**src/rtl/hex_calc_pkg.sv**
```systemverilog
// rtl/hex_calc_pkg.sv - shared constants and FSM encoding for the hex calculator sequencer
package hex_calc_pkg;

  localparam int NIBBLE_W = 4;

  localparam logic OP_ADD = 1'b0;
  localparam logic OP_SUB = 1'b1;

  typedef enum logic [1:0] {
    ST_IDLE = 2'd0,
    ST_RUN  = 2'd1,
    ST_DONE = 2'd2
  } state_t;

endpackage

```
**src/rtl/nibble_addsub.sv**
```systemverilog
// rtl/nibble_addsub.sv - combinational 4-bit ripple-carry add/sub slice (b inverted when sub=1)
module nibble_addsub
  import hex_calc_pkg::*;
(
  input  logic [NIBBLE_W-1:0] a,
  input  logic [NIBBLE_W-1:0] b,
  input  logic                sub,
  input  logic                c_in,
  output logic [NIBBLE_W-1:0] sum,
  output logic                c_out
);

  logic [NIBBLE_W:0]   c;
  logic [NIBBLE_W-1:0] bx;

  always_comb begin
    bx   = b ^ {NIBBLE_W{sub}};
    c    = '0;
    sum  = '0;
    c[0] = c_in;
    for (int i = 0; i < NIBBLE_W; i++) begin
      sum[i]   = a[i] ^ bx[i] ^ c[i];
      c[i+1]   = (a[i] & bx[i]) | (c[i] & (a[i] ^ bx[i]));
    end
    c_out = c[NIBBLE_W];
  end

endmodule

```
**src/rtl/hex_calc_seq.sv**
```systemverilog
// rtl/hex_calc_seq.sv - nibble-serial add/sub sequencer with valid/ready in and out
// Optional signed saturation on overflow when HEX_CALC_SEQ_SAT_EN is defined.
module hex_calc_seq
  import hex_calc_pkg::*;
#(
  parameter int NIBBLES = 4
) (
  input  logic                      clk,
  input  logic                      rst,
  input  logic                      in_valid,
  output logic                      in_ready,
  input  logic                      op,
  input  logic [NIBBLE_W*NIBBLES-1:0] a,
  input  logic [NIBBLE_W*NIBBLES-1:0] b,
  output logic                      out_valid,
  input  logic                      out_ready,
  output logic [NIBBLE_W*NIBBLES-1:0] result,
  output logic                      carry,
  output logic                      overflow,
  output logic                      zero
);

  localparam int W     = NIBBLE_W * NIBBLES;
  localparam int IDX_W = (NIBBLES > 1) ? $clog2(NIBBLES) : 1;
  localparam logic [IDX_W-1:0] LAST = IDX_W'(NIBBLES - 1);

  state_t             state;
  logic [W-1:0]       a_r;
  logic [W-1:0]       b_r;
  logic               op_r;
  logic [IDX_W-1:0]   idx;
  logic               c_r;

  logic [NIBBLE_W-1:0] a_nib;
  logic [NIBBLE_W-1:0] b_nib;
  logic [NIBBLE_W-1:0] sum;
  logic                c_out;
  logic [W-1:0]        res_next;
  logic [W-1:0]        res_final;
  logic                ovf_next;

  nibble_addsub u_slice (
    .a     (a_nib),
    .b     (b_nib),
    .sub   (op_r),
    .c_in  (c_r),
    .sum   (sum),
    .c_out (c_out)
  );

  // Steer the current nibble into the slice and merge its sum back in place.
  always_comb begin
    a_nib    = '0;
    b_nib    = '0;
    res_next = result;
    for (int n = 0; n < NIBBLES; n++) begin
      if (idx == IDX_W'(n)) begin
        a_nib = a_r[n*NIBBLE_W +: NIBBLE_W];
        b_nib = b_r[n*NIBBLE_W +: NIBBLE_W];
        res_next[n*NIBBLE_W +: NIBBLE_W] = sum;
      end
    end
    ovf_next  = (a_r[W-1] == (b_r[W-1] ^ op_r)) && (sum[NIBBLE_W-1] != a_r[W-1]);
    res_final = res_next;
`ifdef HEX_CALC_SEQ_SAT_EN
    if (ovf_next) begin
      res_final = a_r[W-1] ? {1'b1, {(W-1){1'b0}}} : {1'b0, {(W-1){1'b1}}};
    end
`endif
  end

  always_ff @(posedge clk or posedge rst) begin
    if (rst) begin
      state     <= ST_IDLE;
      in_ready  <= 1'b1;
      out_valid <= 1'b0;
      result    <= '0;
      carry     <= 1'b0;
      overflow  <= 1'b0;
      zero      <= 1'b0;
      idx       <= '0;
      c_r       <= 1'b0;
      a_r       <= '0;
      b_r       <= '0;
      op_r      <= 1'b0;
    end else begin
      case (state)
        ST_IDLE: begin
          if (in_valid) begin
            a_r      <= a;
            b_r      <= b;
            op_r     <= op;
            c_r      <= (op == OP_SUB);
            idx      <= '0;
            in_ready <= 1'b0;
            state    <= ST_RUN;
          end
        end
        ST_RUN: begin
          c_r <= c_out;
          if (idx == LAST) begin
            result    <= res_final;
            carry     <= c_out;
            overflow  <= ovf_next;
            zero      <= (res_final == '0);
            out_valid <= 1'b1;
            idx       <= '0;
            state     <= ST_DONE;
          end else begin
            result <= res_next;
            idx    <= idx + 1'b1;
          end
        end
        ST_DONE: begin
          if (out_ready) begin
            out_valid <= 1'b0;
            in_ready  <= 1'b1;
            state     <= ST_IDLE;
          end
        end
        default: state <= ST_IDLE;
      endcase
    end
  end

endmodule

```
**config.mk**
```make
export PLATFORM = sky130hd
export DESIGN_NAME = hex_calc_seq
export DESIGN_NICKNAME = d
export VERILOG_FILES = /design/src/rtl/hex_calc_pkg.sv /design/src/rtl/nibble_addsub.sv /design/src/rtl/hex_calc_seq.sv
export SDC_FILE = /design/constraint.sdc
export NUM_CORES = 1
export LEC_CHECK = 0
export BUFFER_PORTS_ARGS = -buffer_cell sky130_fd_sc_hd__buf_4
export CAP_MARGIN = 20
export CELL_PAD_IN_SITES_DETAIL_PLACEMENT = 1
export CELL_PAD_IN_SITES_GLOBAL_PLACEMENT = 1
export CORE_MARGIN = 1.5
export CORE_UTILIZATION = 40
export CTS_CLUSTER_SIZE = 8
export DETAILED_ROUTE_END_ITERATION = 16
export PLACE_DENSITY = 0.79
export SYNTH_ARGS = -nofsm -noshare
export SYNTH_HDL_FRONTEND = slang
export SYNTH_SLANG_ARGS = --single-unit
export TNS_END_PERCENT = 50
```
**constraint.sdc**
```tcl
create_clock -name clk -period 4.5 [get_ports clk]
set_input_delay 0.9 -clock clk [delete_from_list [all_inputs] [get_ports clk]]
set_output_delay 0.9 -clock clk [all_outputs]
set_load 0.01 [all_outputs]
```
# Word level (Yosys, flattened, before mapping)

Cells that the tools add are included.

Add/subtract/negate cells: 1
Multiply operators: 0
Div/mod/pow operators: 0
$lt $le $gt $ge: 0
Equal/unequal tests: 10
Shift-type cells: 0
Mux-type cells: 27
Bitwise logic cells: 22
Reduce and logical (&&, ||, !) cells: 13

Operators with widths:

| kind                | number |
|---|---|
| $mux 4              | 12 |
| $logic_not 16->1    | 1 |
| $mux 2              | 5 |
| $reduce_and 3->1    | 3 |
| $xor 1x1->1         | 9 |
| $and 1x1->1         | 8 |
| $eq 2x2->1 const B  | 3 |
| $ne 2x2->1 const B  | 3 |
| $pmux 1 s2          | 3 |
| $pmux 2 s3          | 1 |
| $reduce_and 2->1    | 3 |
| $reduce_bool 2->1   | 3 |
| $mux 1              | 5 |
| $eq 2x1->1 const B  | 2 |
| $logic_not 2->1     | 2 |
| $or 1x1->1          | 4 |
| $pmux 2 s2          | 1 |
| $xor 4x4->4         | 1 |
| $add 2x1->2 const B | 1 |
| $eq 1x1->1          | 1 |
| $logic_and 1x1->1   | 1 |
| $ne 1x1->1          | 1 |

Bits in registers: 59
Latch bits: 0
Memory bits (writable): 0
ROM bits: 0
Input port bits: 37
Logic and storage cells: 85
Memories: 0

# Depth between registers and ports, before layout

Gate-level depths: netlist of run 1.

Word-level depth: 16
Gate-level depth with buffers: 16
Depth with buffers taken out: 14

# Cells and area by module

From an unflattened synthesis of run 1, not the netlist that was laid out.

Cells, all modules: 223
Area total of the unflattened synthesis: 2855.2 µm²

Modules (own cells, without submodules):

| module        | instances | cells an instance | area each (µm²) | sequential area each (µm²) |
|---|---|---|---|---|
| hex_calc_seq  | 1         | 207               | 2710.1          | 1477.7 |
| nibble_addsub | 1         | 16                | 145.1           | 0.0 |

# Least setup slack after synthesis of run 1

OpenSTA, ideal clock, no wires.

Path kind: reg-to-reg
Start: register idx[0]
End: register zero
Setup time: 95 ps
Data arrival time: 3185 ps
Required time: 4405 ps
Path slack: 1219 ps
Cell stages (with the launch flop): 15
Path buffers: 1
Path through: dfrtp_1 -> ha_1 -> buf_2 -> a211oi_1 -> a211oi_2 -> xor2_1 -> fa_1 -> inv_1 -> fa_1 -> fa_1 -> inv_1 -> fa_1 -> nor2_1 -> o2111ai_1 -> o31ai_1

Longest elaborated chain between the ends: 16
Elaborated cells on any way between the ends: 36
Those cells by class: eq/ne: 3; mux: 12; bitwise: 18; reduce/logical: 3

Ends and longest elaborated chain:

| element                  | RTL line                                 | RTL |
|---|---|---|
| start: declaration       | hex_calc_seq.sv:31                       | `logic [IDX_W-1:0] idx;` |
| start signal: assignment | hex_calc_seq.sv:111                      | `idx <= idx + 1'b1;` |
| $logic_not 2->1          | hex_calc_seq.sv:57                       | `if (idx == IDX_W'(n)) begin` |
| $mux 4 (4 in a row)      | hex_calc_seq.sv:57                       |  |
| $xor 4x4->4              | nibble_addsub.sv:17                      | `bx = b ^ {NIBBLE_W{sub}};` |
| $xor 1x1->1              | nibble_addsub.sv:22, nibble_addsub.sv:23 |  |
| $and 1x1->1              | nibble_addsub.sv:23                      | `c[i+1] = (a[i] & bx[i]) \| (c[i] & (a[i] ^ bx[i]));` |
| $or 1x1->1               | nibble_addsub.sv:23                      |  |
| $and 1x1->1              | nibble_addsub.sv:23                      |  |
| $or 1x1->1               | nibble_addsub.sv:23                      |  |
| $and 1x1->1              | nibble_addsub.sv:23                      |  |
| $or 1x1->1               | nibble_addsub.sv:23                      |  |
| $xor 1x1->1              | nibble_addsub.sv:22                      | `sum[i] = a[i] ^ bx[i] ^ c[i];` |
| $mux 4                   | hex_calc_seq.sv:57                       |  |
| $logic_not 16->1         | hex_calc_seq.sv:105                      | `zero <= (res_final == '0);` |
| end signal: assignment   | hex_calc_seq.sv:105                      |  |
| end: declaration         | hex_calc_seq.sv:20                       | `output logic zero` |

Several ways; a longest one is shown, not always the timed one.
A chain may end at the register's enable or synchronous reset.

# Final worst setup path of run 1

Start: register idx[1]
End: register overflow

Longest elaborated chain between the ends: 16
Elaborated cells on any way between the ends: 30
Those cells by class: eq/ne: 4; mux: 8; bitwise: 15; reduce/logical: 3

Ends and longest elaborated chain:

| element                | RTL line            | RTL |
|---|---|---|
| $logic_not 2->1        | hex_calc_seq.sv:57  |  |
| $mux 4 (4 in a row)    | hex_calc_seq.sv:57  |  |
| $xor 4x4->4            | nibble_addsub.sv:17 |  |
| $xor 1x1->1            | nibble_addsub.sv:23 |  |
| $and 1x1->1            | nibble_addsub.sv:23 |  |
| $or 1x1->1             | nibble_addsub.sv:23 |  |
| $and 1x1->1            | nibble_addsub.sv:23 |  |
| $or 1x1->1             | nibble_addsub.sv:23 |  |
| $and 1x1->1            | nibble_addsub.sv:23 |  |
| $or 1x1->1             | nibble_addsub.sv:23 |  |
| $xor 1x1->1            | nibble_addsub.sv:22 |  |
| $ne 1x1->1             | hex_calc_seq.sv:63  | `ovf_next = (a_r[W-1] == (b_r[W-1] ^ op_r)) && (sum[NIBBLE_W-1] != a_r[W-1]);` |
| $logic_and 1x1->1      | hex_calc_seq.sv:63  |  |
| end signal: assignment | hex_calc_seq.sv:104 | `overflow <= ovf_next;` |
| end: declaration       | hex_calc_seq.sv:19  | `output logic overflow,` |

Several ways; a longest one is shown, not always the timed one.

==> summary by stage, run 1 <==
Status
The run finished with clean final reports.

Clock tree
The clock input transition at the sequential cells of the worst setup and hold paths is about 0.06 ns. The H-tree was split into 3 levels. The number of buffers added by the clock tree synthesis step is 9. Clock tree synthesis found a total of 59 sinks. In this run the deepest clock path goes through 2 buffers. The number of buffers added to fix hold violations after cts is 0.

The buffer count from post-CTS setup fixing is 0. The CTS tree is built. The post-cts gate resize count is 0.

The clock network latency to the later pin of the worst-skew pair is 0.35 ns. CTS placed an instance of clkbuf_8 at the clock tree root.

Place
Prior to clock tree synthesis, the placed netlist has a worst setup slack of 0.605 ns. After legalization and detailed placement, the total HPWL measured 4.91 mm. The number of buffers inserted by port buffering is 57. The congestion estimate from routability-driven global placement came to 0.811.

The total cell area at the placement stage is 0.00329 mm^2.

Synthesis
By count the netlist is led by nand2_1 (108), dfrtp_1 (58), o21ai_0 (20). The largest family of logic cells by synthesized area is simple AND/OR/NAND/NOR gates. The portion of netlist area occupied by mux cells is 0.0391. For this run, the number of Yosys warnings is 0.

The cell count after synthesis came out at 300. By instance count, the leading cell after synthesis is nand2_1. After synthesis, the netlist uses 31 different library cells. In the post-synthesis netlist, the biggest area contributors are dfrtp_1 (51%), nand2_1 (14%), o21ai_0 (3.5%), mux2_2 (3.2%), fa_1 (2.8%). The compound-cell area share of the yosys netlist came to 0.105. For this run, the register share of the synthesized area comes to 0.519.

The share of flip-flops with an asynchronous set or reset is 1.00. The number of flops mapped to enable cells by yosys is 0. The synthesized netlist occupies a cell area of between 0.002 and 0.003 mm^2.

The share of synthesized area in the top cell type comes to 0.510. Of the total synthesized cell area, the portion taken by full adders, half adders and majority gates is 0.0457. The mean cell area of the mapped netlist is 9.48 um^2. The cell type contributing the most total cell area after synthesis is dfrtp_1. The area share of xor/xnor cells in the synthesized design is 0.0154. Synthesis inferred 59 register bits. The basic-gate share of the synthesized area counting and, or, nand and nor cells is 0.212. The most used flip-flop cell after synthesis is dfrtp_1.

The number of nets in the synthesized netlist is 345.

Floorplan
58 I/O pins were placed. The die is 87.3 um tall. The total area inside the core boundary comes to 0.00683 mm^2. The number of cell rows is 30. The die width is around 87 um. The floorplan step defined a die boundary enclosing 0.00763 mm^2. The initial utilization of the core area, before any placement, comes to 0.416.

Global routing
The global route total overflow is 0. The initial antenna violation count is 0. The number of global-route vias before repair is 2290. The total global routing track utilization is 0.198.

Entering global routing, the biggest net connects 60 pins. The first-pass GRT wire length is 11.3 mm.

Layout
The total inserted antenna cells is 0. The number of filler cells placed in the layout is roughly 810. The ratio of cells with drive above 1 in the final layout is 0.241.

After routing the design area is 0.00345 mm^2. In the final design database the tool counted 398 nets. The area growth from synthesis to layout is 21.3%.

Timing
Setup violations remaining at the end of the flow were counted as 0. The hold violation total from the final report was 0. The remaining max-slew budget at the tightest pin is 0.313. The period utilization is 0.870. For this run, the top clock speed supported by timing is around 260 MHz. After layout, the minimum clock period comes to 3.92 ns. Setup repair after global routing left no endpoint under its margin. The setup slack after layout is 0.583 ns. The worst clock skew is 0.00747 ns.

For the final routed database, the setup TNS stands at 0 ns. The slew at the pin closest to its max-slew limit is 1.03 ns. The number of max-slew violations in the final report is 0.

Critical path
STA classifies the critical path endpoint as a flip-flop. The maximum fanout encountered on the critical timing path is 18. The startpoint-to-endpoint class of the critical path is flip-flop to flip-flop. The startpoint class of the critical path is a flip-flop. At the worst endpoint, the required time is 4.70 ns.

The data arrival time of the critical path is 4.12 ns.

Drt
For this block, the routed nets add up to approximately 7 mm of wire. The via density per instance is ~5.0. The detailed-routing iteration count for the pre-antenna-repair pass is 4.

The detailed router placed roughly 2300 vias in this run. In this run the remaining antenna-violating nets after routing total 0. The residual DRC count is 0. In this run, the number of DRC markers left after iteration 0 of detailed routing was 64. The wire length per cell after detailed routing is 15.2 um.

Power and ir drop
The maximum VDD drop is 0.470 mV. The leakage component of the power is 0.00171 uW. The ratio of total power to cell area is 878 mW/mm^2.

Worst hold path
The min-delay analysis places its worst path in the category flip-flop to flip-flop.

Job
The max-cap check violation count is 0.
## where the power goes
group | switching [uW] | leakage, uW | total, uW | internal [uW]
registers | 204 | 0.000730 | 996 | 792
clock network | 205 | 0.0000860 | 414 | 209
logic | 931 | 0.000890 | 1620 | 691
## worst paths after layout
path,slack (ns),depth (start not counted),to,start
min in group asynchronous,0.77,3,result[2]$_DFFE_PP0P_,rst
min reg2reg,0.48,2,b_r[1]$_DFFE_PP0P_,b_r[1]$_DFFE_PP0P_
max reg2reg,0.58,14,overflow$_DFFE_PP0P_,idx[1]$_DFFE_PP0P_
min,0.48,2,b_r[1]$_DFFE_PP0P_,b_r[1]$_DFFE_PP0P_
max,0.58,14,overflow$_DFFE_PP0P_,idx[1]$_DFFE_PP0P_
max in group asynchronous,3.25,3,b_r[4]$_DFFE_PP0P_,rst
## state kept, by name (all words and copies together), names as in the netlist
register	cells
a_r	16
b_r	16
result	16
idx	2
state	2
c_r	1
carry	1
in_ready	1
op_r	1
out_valid	1
overflow	1
zero	1
## worst max-delay path, cell delays in order (launching register included)
cell,delay [ns]
dfrtp_1,0.40
inv_1,0.11
ha_1,0.53
a211oi_1,0.17
a211oi_2,0.27
xor2_1,0.22
fa_1,0.20
inv_1,0.05
fa_1,0.37
fa_1,0.38
inv_1,0.08
fa_1,0.53
nor2b_1,0.19
mux2i_1,0.16
o21ai_0,0.11
## logic make-up after synthesis
kind of cell	count (synthesis)
AO/OA/AOI/OAI	49
XOR/XNOR	5
adder cells (fa/ha/maj)	8
buffers and inverters	31
flip-flops	59
multiplexers	10
AND/OR/NAND/NOR	138
## metal layers
| metal | track usage | vias up | part of all wire |
|---|---|---|---|
| met4 | 0.0779 | 0 | 0.018 |
| met5 | 0 | - | 0 |
| met3 | 0.0464 | 10 | 0.040 |
| met1 | 0.242 | 1128 | 0.45 |
| met2 | 0.335 | 52 | 0.49 |
| li1 | - | 1090 | - |
## through the flow
| step | utilization | hold WS (ns) | power (uW) | std cells |
|---|---|---|---|---|
| final | 0.505 | 0.484 | 3030 | 453 |
| after global routing | 0.505 | 0.505 | 3260 | 453 |
| after CTS | 0.505 | 0.484 | 3060 | 453 |
| after detailed placement | 0.482 | 0.469 | 2630 | 438 |
| after global placement | 0.482 | 0.463 | 2520 | 438 |
| after floorplan | - | 0.444 | 2070 | 300 |
## area by class of cell
class | instances | area [um^2] | share of cell area
Sequential cell | 59 | 1480 | 0.428
Inverter | 12 | 45.0 | 0.0130
Tap cell | 96 | 120 | 0.0348
Timing Repair Buffer | 61 | 458 | 0.133
Clock buffer | 12 | 145 | 0.0420
Clock inverter | 3 | 15.0 | 0.00435
Multi-Input combinational cell | 210 | 1190 | 0.345
## placed cells by master (no fill, tap or decap), types with 7 or more instances in the layout
cell type	netlist	routed
inv_1	12	11
buf_4	4	61
o21ai_0	20	20
a211oi_1	7	7
mux2_2	8	8
dfrtp_1	58	58
nor2b_1	7	7
clkbuf_8	0	10
nand3b_1	8	8
nand2_1	108	108
a21oi_1	11	11
(Power assumes the default switching activity.)
==> run 2: changes to the inputs <==
- BUFFER_PORTS_ARGS: -buffer_cell sky130_fd_sc_hd__buf_4 -> default
- CORE_UTILIZATION: 40 -> 30
- DONT_BUFFER_PORTS: default -> 1
- PLACE_DENSITY: 0.79 -> 0.56
==> run 2 against run 1 <==
Sequential cell count unchanged. Sequential power grew 4%. Critical path type unchanged. Critical endpoint is now zero$_DFFE_PP0P_. Largest power group unchanged. Critical path depth unchanged. Global-route usage shrank 4.7 points. Hold slack got worse by 0.0039 ns. Combinational power fell by 12%.
==> summary by stage, run 2 (synthesis gave the netlist of run 1 again) <==
Layout
The number of non-filler instances in the completed layout was 412 (-9.1%). The final layout net count is 341 (-14%). The multi-input logic area was 0.00119 mm^2 (unchanged).

The post-route core utilization is 0.340 (-0.165). The area growth from synthesis to layout is 9.98%. The largest registers in the layout are a_r (16), b_r (16), result (16). The number of filler cells placed in the layout is 1078 (+33%). The ratio of cells with drive above 1 in the final layout is 0.106 (-0.135). The sequential cell area is 0.00148 mm^2 (unchanged).

The total inserted antenna cells was 0 (unchanged). Leaving out fill and tap cells, the most frequent cell in the layout is nand2_1. The top cell types in the final layout, fill and taps aside, are nand2_1 (108), dfrtp_1 (58), o21ai_0 (20).

Global routing
The global route total overflow is 0 (unchanged). The largest net degree at the start of global routing is 35 (-42%). The total global routing track utilization came to 0.150 (-0.0472). The initial antenna violation count is 0 (unchanged). The number of global-route vias before repair is 2142 (-6.5%). The first-pass GRT wire length was 11.3 mm (+0.19%).

Power and ir drop
The sum of internal, switching and leakage power came to 3010 uW (-0.66%). The leakage component of the power is 0.00147 uW (-14%). The maximum VDD drop is 0.247 mV (-47%). The ratio of total power to cell area is 962 mW/mm^2 (+9.6%).

Timing
The worst clock skew is 0.00967 ns (+0.00220 ns). The period utilization is 0.857 (-0.0138). Setup repair after global routing left no endpoint under its margin. The worst hold margin came to 0.480 ns (-0.00394 ns). The remaining max-slew budget at the tightest pin came to 0.310 (-0.00279). The slew at the pin closest to its max-slew limit is 1.03 ns (-0.000336 ns). The number of setup violations in the final report is 0 (unchanged). The highest clock frequency the design can meet was 259 MHz (+1.6%). The final total negative setup slack is 0 ns (unchanged). The hold violation total from the final report is 0 (unchanged).

The number of max-slew violations in the final report was 0 (unchanged). The minimum clock period is 3.85 ns (-0.0623 ns).

Critical path
The slowest cell on the critical path is ha_1. STA classifies the critical path endpoint as a flip-flop. The startpoint of the worst-slack reg-to-reg timing path is idx[1]$_DFFE_PP0P_. The data arrival time of the critical path is 4.11 ns (about the same). The total number of cells along the worst setup path came to 14 (unchanged). Walking the worst path, the cells encountered are inv_1, ha_1, a211oi_1, a211oi_2, xor2_1, fa_1, inv_1, fa_1, fa_1, inv_1, fa_1, nor2_1, o2111ai_1, o31ai_1. The endpoint identified for the worst register-to-register timing path is zero$_DFFE_PP0P_.

Tracing the worst setup path back leads to its startpoint at idx[1]$_DFFE_PP0P_. The data required time of the worst path was 4.75 ns (+0.05 ns). The number of buffers and inverters on the critical path is 3 (unchanged). The startpoint class of the critical path is a flip-flop. The worst setup slack for register-to-register paths is 0.65 ns (+0.06 ns). The cell that appears most often on the critical path is fa_1. The dominant delay contributor by cell family on the critical path is adder cells.

The peak per-stage delay on the critical path is 0.53 ns (about the same). The number of cells on the worst reg-to-reg path is 14 (unchanged). The critical path capture point is zero$_DFFE_PP0P_.

The maximum fanout encountered on the critical timing path was 18 (unchanged). The critical path in this run is classified as flip-flop to flip-flop.

Floorplan
The starting density of the core is 0.309 (-0.107). The number of cell rows was 35 (+17%). The die outline area is 0.0101 mm^2 (+32%). The floorplan die height came to 100 um (+15%). The top-level port count is 58 (unchanged). The die width is 100 um (+15%). The placeable core area is 0.00920 mm^2 (+35%).

Clock tree
The post-cts gate resize count is 0 (unchanged). The number of levels in the clock H-tree is 3 (unchanged). The clock network latency to the later pin of the worst-skew pair is 0.34 ns (about the same). The number of buffers added to fix hold violations after cts is 0 (unchanged). The clock input transition at the sequential cells of the worst setup and hold paths is 0.07 ns (about the same). The CTS tree is built.

The number of buffers added by the clock tree synthesis step is 9 (unchanged). The clock tree root driver cell is clkbuf_8. The buffer count from post-CTS setup fixing is 0 (unchanged). The CTS sink count is 59 (unchanged). The buffer depth of the longest clock path came to 2 (unchanged).

Place
The placed wire-length estimate was 4.94 mm (+0.64%). The number of buffers inserted by port buffering came to 0 (-100%). The routability congestion estimate from global placement is 0.701 (-14%). The number of placed instances with taps included is 395 (-9.8%).

Status
The flow ran to the end, and the final reports show no timing, DRC or antenna violations.

Drt
The count of routing violations after the opening detailed-route iteration was 54 (-16%). The via density per instance is 4.92 (-2.3%). The residual DRC count is 0 (unchanged).

The detailed-routing iteration count for the pre-antenna-repair pass is 4 (unchanged). The number of nets with antenna violations after detailed routing is 0 (unchanged). The wire length per cell after detailed routing is 16.6 um (+9.2%). The total number of vias is 2026 (-11%). The wire length reported by the detailed router is 6.82 mm (-0.70%).

Job
The max-cap check violation count is 0 (unchanged).

Worst hold path
The class of the worst hold path is flip-flop to flip-flop.
## run 2: layout make-up
| cell class | instances | area share |
|---|---|---|
| Clock buffer | 11 | 0.0484 |
| Sequential cell | 59 | 0.472 |
| Tap cell | 111 | 0.0444 |
| Multi-Input combinational cell | 210 | 0.381 |
| Inverter | 12 | 0.0144 |
| Clock inverter | 5 | 0.0240 |
| Timing Repair Buffer | 4 | 0.0160 |
## run 2: worst min-delay path: stages (launching register included)
cell and delay, ns:
dfrtp_1 0.35, nand2_1 0.05, nand2_1 0.05
## run 2: how the worst min path moves through the flow
stage / end / start / cells past startpoint / slack [ns]
2_1_floorplan: a_r[0]$_DFFE_PP0P_ / a_r[0]$_DFFE_PP0P_ / 2 / 0.44
3_3_place_gp: a_r[0]$_DFFE_PP0P_ / a_r[0]$_DFFE_PP0P_ / 2 / 0.47
3_5_place_dp: b_r[5]$_DFFE_PP0P_ / b_r[5]$_DFFE_PP0P_ / 2 / 0.47
4_1_cts: b_r[5]$_DFFE_PP0P_ / b_r[5]$_DFFE_PP0P_ / 2 / 0.48
5_1_grt: b_r[14]$_DFFE_PP0P_ / b_r[14]$_DFFE_PP0P_ / 2 / 0.51
6_report: a_r[0]$_DFFE_PP0P_ / a_r[0]$_DFFE_PP0P_ / 2 / 0.48
## run 2: stage by stage
stage / cell area (um^2) / setup slack [ns]
final: 3130 / 0.645
after global routing: 3130 / 0.349
after CTS: 3100 / 0.607
after detailed placement: 2880 / 0.613
after global placement: 2880 / 0.779
after floorplan: 2850 / 1.22
## run 2: layer usage
layer	up-vias	routed length, um	GRT usage
met5	-	0	0
met4	0	97	0.0661
met3	9	362	0.0508
met2	47	3280	0.238
met1	998	3080	0.187
li1	972	-	-
## run 2: where the power goes
part | total [uW] | internal [uW] | switching, uW
registers | 1040 | 792 | 244
clock network | 551 | 339 | 212
logic | 1420 | 584 | 841
total | 3010 | 1710 | 1300
==> run 3: changes to the inputs <==
- ABC_AREA: default -> 1
- PLACE_DENSITY: 0.56 -> 0.57
==> run 3 against run 2 <==
Sequential power hardly changed. Wire length is 13% higher. Synthesized cell count is 26% higher. Setup slack worse by 0.10 ns. Sequential share of layout area is 1.1 points lower. Non-clock buffer count is 2 lower. Design area is 2.3% higher. Hold slack better by 0.0072 ns. Combinational power is 15% higher. Largest power group unchanged.
==> summary by stage, run 3 <==
Status
The run finished with clean final reports.

Layout
The most common library cell in the layout ignoring fill and taps is nand2_1. In the final layout, the registers with the most flip-flops are a_r (16), b_r (16), result (16). The ratio of cells with drive above 1 in the final layout came to 0.0628 (-0.0435). The number of filler cells placed in the layout is 1204 (+12%). The total inserted antenna cells is 0 (unchanged). The final design area excluding fillers is 0.00320 mm^2 (+2.3%).

The area growth from synthesis to layout is 7.57%. The number of non-filler instances in the completed layout was 515 (+25%). The final layout net count is 422 (+24%). Leaving out fill and tap cells, the most frequent cells in the layout are nand2_1 (175), dfrtp_1 (58), nor2_1 (29), inv_1 (20).

Global routing
The initial antenna violation count is 0 (unchanged). The total global routing track utilization is 0.163 (+0.0127). The global route total overflow is 0 (unchanged).

The number of global-route vias before repair was 2487 (+16%). The largest net degree at the start of global routing is 46 (+31%). The first-pass GRT wire length came to 12.7 mm (+12%).

Clock tree
The number of levels in the clock H-tree is 3 (unchanged). The buffer count from post-CTS setup fixing is 0 (unchanged). The clock tree root driver cell is clkbuf_8. The CTS tree is built. The number of buffers added by the clock tree synthesis step was 9 (unchanged). The number of buffers added to fix hold violations after cts was 0 (unchanged).

The CTS sink count is 59 (unchanged). The buffer depth of the longest clock path was 2 (unchanged). The post-cts gate resize count is 0 (unchanged). The clock network latency to the later pin of the worst-skew pair is 0.34 ns (about the same). The clock input transition at the sequential cells of the worst setup and hold paths was 0.07 ns (about the same).

Place
The placed wire-length estimate is 5.53 mm (+12%). The number of buffers inserted by port buffering came to 0 (unchanged). The routability congestion estimate from global placement came to 0.762 (+8.7%). The number of placed instances with taps included is 499 (+26%). The total cell area at the placement stage was 0.00304 mm^2 (+5.8%).

Synthesis
The number of flops mapped to enable cells by yosys came to 0 (unchanged). The flip-flop and latch count after synthesis is 59 (unchanged). Counting instances in the post-synthesis netlist gives the leading cell types as nand2_1 (175), dfrtp_1 (58), nor2_1 (29). The share of flip-flops with an asynchronous set or reset is 1.00 (unchanged). The mean cell area of the mapped netlist was 7.85 um^2 (-17%). The number of library cell types mapped by synthesis is 25 (-19%). The gate count of the mapped netlist is 379 (+26%).

The post-synthesis cell area is 0.00298 mm^2 (+4.6%). In the post-synthesis netlist, the biggest area contributors are dfrtp_1 (49%), nand2_1 (22%), nor2_1 (3.7%), fa_1 (2.7%), inv_1 (2.6%). The cell type contributing the most total cell area after synthesis is dfrtp_1. The number of warnings printed during yosys synthesis was 0 (unchanged).

In the synthesized netlist the dominant register cell turns out to be dfrtp_1. The share of the yosys chip area belonging to registers is 0.496 (-0.0229). The top-area cell type share of the netlist area came to 0.488 (-0.0225). The number of nets in the synthesized netlist came to 424 (+23%). nand2_1 is the most common cell in the netlist.

Power and ir drop
The ratio of total power to cell area is 958 mW/mm^2 (-0.49%). The maximum VDD drop was 0.332 mV (+34%). The leakage component of the power came to 0.00162 uW (+10%).

Critical path
The worst setup path is launched from a flip-flop. The data required time of the worst path is 4.77 ns (+0.02 ns). The data arrival time of the critical path is 4.23 ns (+0.12 ns). The start point of the critical path is idx[0]$_DFFE_PP0P_. The startpoint-to-endpoint class of the critical path is flip-flop to flip-flop.

The startpoint of the worst-slack reg-to-reg timing path is idx[0]$_DFFE_PP0P_. The kind of capture point of the worst setup path is a flip-flop. The maximum fanout encountered on the critical timing path came to 16 (-2).

Timing
The period utilization came to 0.879 (+0.0223). The remaining max-slew budget at the tightest pin was 0.554 (+0.244). The number of setup violations in the final report is 0 (unchanged). The final total negative setup slack is 0 ns (unchanged). Setup repair after global routing left no endpoint under its margin. The minimum clock period was 3.96 ns (+0.100 ns). The worst hold margin is 0.487 ns (+0.00721 ns). The worst clock skew is 0.00947 ns (-0.000195 ns).

The slew at the pin closest to its max-slew limit came to 0.668 ns (-0.362 ns). The number of max-slew violations in the final report is 0 (unchanged). The hold violation total from the final report is 0 (unchanged). The highest clock frequency the design can meet came to 253 MHz (-2.5%).

Floorplan
The die width is 103 um (+2.2%). The die outline area is 0.0105 mm^2 (+4.5%). The top-level port count is 58 (unchanged). The placeable core area came to 0.00968 mm^2 (+5.3%). The starting density of the core is 0.307 (-0.00202).

The floorplan die height is 103 um (+2.2%). The number of cell rows is 36 (+2.9%).

Drt
The residual DRC count was 0 (unchanged). The via density per instance is 4.73 (-3.8%). The count of routing violations after the opening detailed-route iteration was 89 (+65%). The number of nets with antenna violations after detailed routing was 0 (unchanged).

The total number of vias was 2436 (+20%). The wire length per cell after detailed routing is 14.9 um (-9.7%). The wire length reported by the detailed router is 7.69 mm (+13%). The detailed-routing iteration count for the pre-antenna-repair pass is 4 (unchanged).

Worst hold path
The class of the worst hold path is flip-flop to flip-flop. The source of the worst hold timing path is a_r[2]$_DFFE_PP0P_.

Job
The max-cap check violation count is 0 (unchanged).
## run 3: cell count changes after synthesis, moves of 5 or more
cell      before  now
nor2b_1        7    0
nand3_1        3    9
o21ai_0       20   15
mux2_2         8    0
nor2_1         2   29
a211oi_1       7    0
nor3b_1        5    0
a31oi_1        0   12
nand3b_1       8    0
inv_1         12   21
o21ai_1        0    5
nand2_1      108  175
inv_2          0    5
## run 3: kinds of logic (layout without fill, tap and decap cells)
kind of cell | count (synthesis) | after routing | synth area share
AOI/OAI and AO/OA | 53 | 53 | 0.102
xor gates and xnor gates | 1 | 1 | 0.00294
adders and majority gates | 8 | 8 | 0.0437
buffers and inverters | 42 | 45 | 0.0748
DFF | 59 | 59 | 0.496
and+or+nand+nor | 216 | 216 | 0.280
## run 3: final timing paths
check | endpoint | slack, ns | cells after the start
min reg2reg | a_r[2]$_DFFE_PP0P_ | 0.49 | 2
min | a_r[2]$_DFFE_PP0P_ | 0.49 | 2
max reg2reg | zero$_DFFE_PP0P_ | 0.54 | 21
min in group asynchronous | result[8]$_DFFE_PP0P_ | 0.52 | 1
max | zero$_DFFE_PP0P_ | 0.54 | 21
max in group asynchronous | a_r[0]$_DFFE_PP0P_ | 3.12 | 2
## run 3: stage by stage
stage	setup slack (ns)	util	total power, uW
finish	0.545	0.331	3070
global route	0.230	0.331	3440
CTS	0.510	0.331	3140
detailed placement	0.575	0.314	2700
global placement	0.594	0.314	2670
floorplan	1.18	-	2250
## run 3: critical path: stages (launching register included)
cell and delay, ns:
dfrtp_1 0.43, inv_1 0.10, ha_1 0.57, inv_2 0.24, o211ai_2 0.12, nand2_1 0.10
nand2_1 0.10, nand2_1 0.06, nand2_1 0.08, fa_1 0.17, inv_1 0.05, fa_1 0.37
fa_1 0.36, inv_1 0.07, fa_1 0.52, nand2_1 0.14, nand2_1 0.06, nor2_1 0.10
nand2_1 0.06, nor2_1 0.10, nand2_1 0.05, nand2_1 0.05
## run 3: layer usage
metal | GRT usage | vias up | part of all wire
met5 | 0 | - | 0
met4 | 0.0695 | 0 | 0.019
met3 | 0.0366 | 14 | 0.036
met2 | 0.245 | 41 | 0.46
met1 | 0.226 | 1185 | 0.49
li1 | - | 1196 | -
## run 3: layout make-up
| class | count | area (um^2) | share of cell area |
|---|---|---|---|
| repair buffers | 2 | 15.0 | 0.00469 |
| clock buffers | 16 | 160 | 0.0500 |
| inverters | 27 | 106 | 0.0332 |
| well taps | 133 | 166 | 0.0520 |
| flip-flops and latches | 59 | 1480 | 0.462 |
| multi-input cells | 278 | 1280 | 0.399 |
## run 3: power breakdown
part / internal, uW / total [uW] / switching (uW)
Sequential: 791 / 1020 / 227
Clock: 217 / 423 / 206
Combinational: 543 / 1630 / 1080
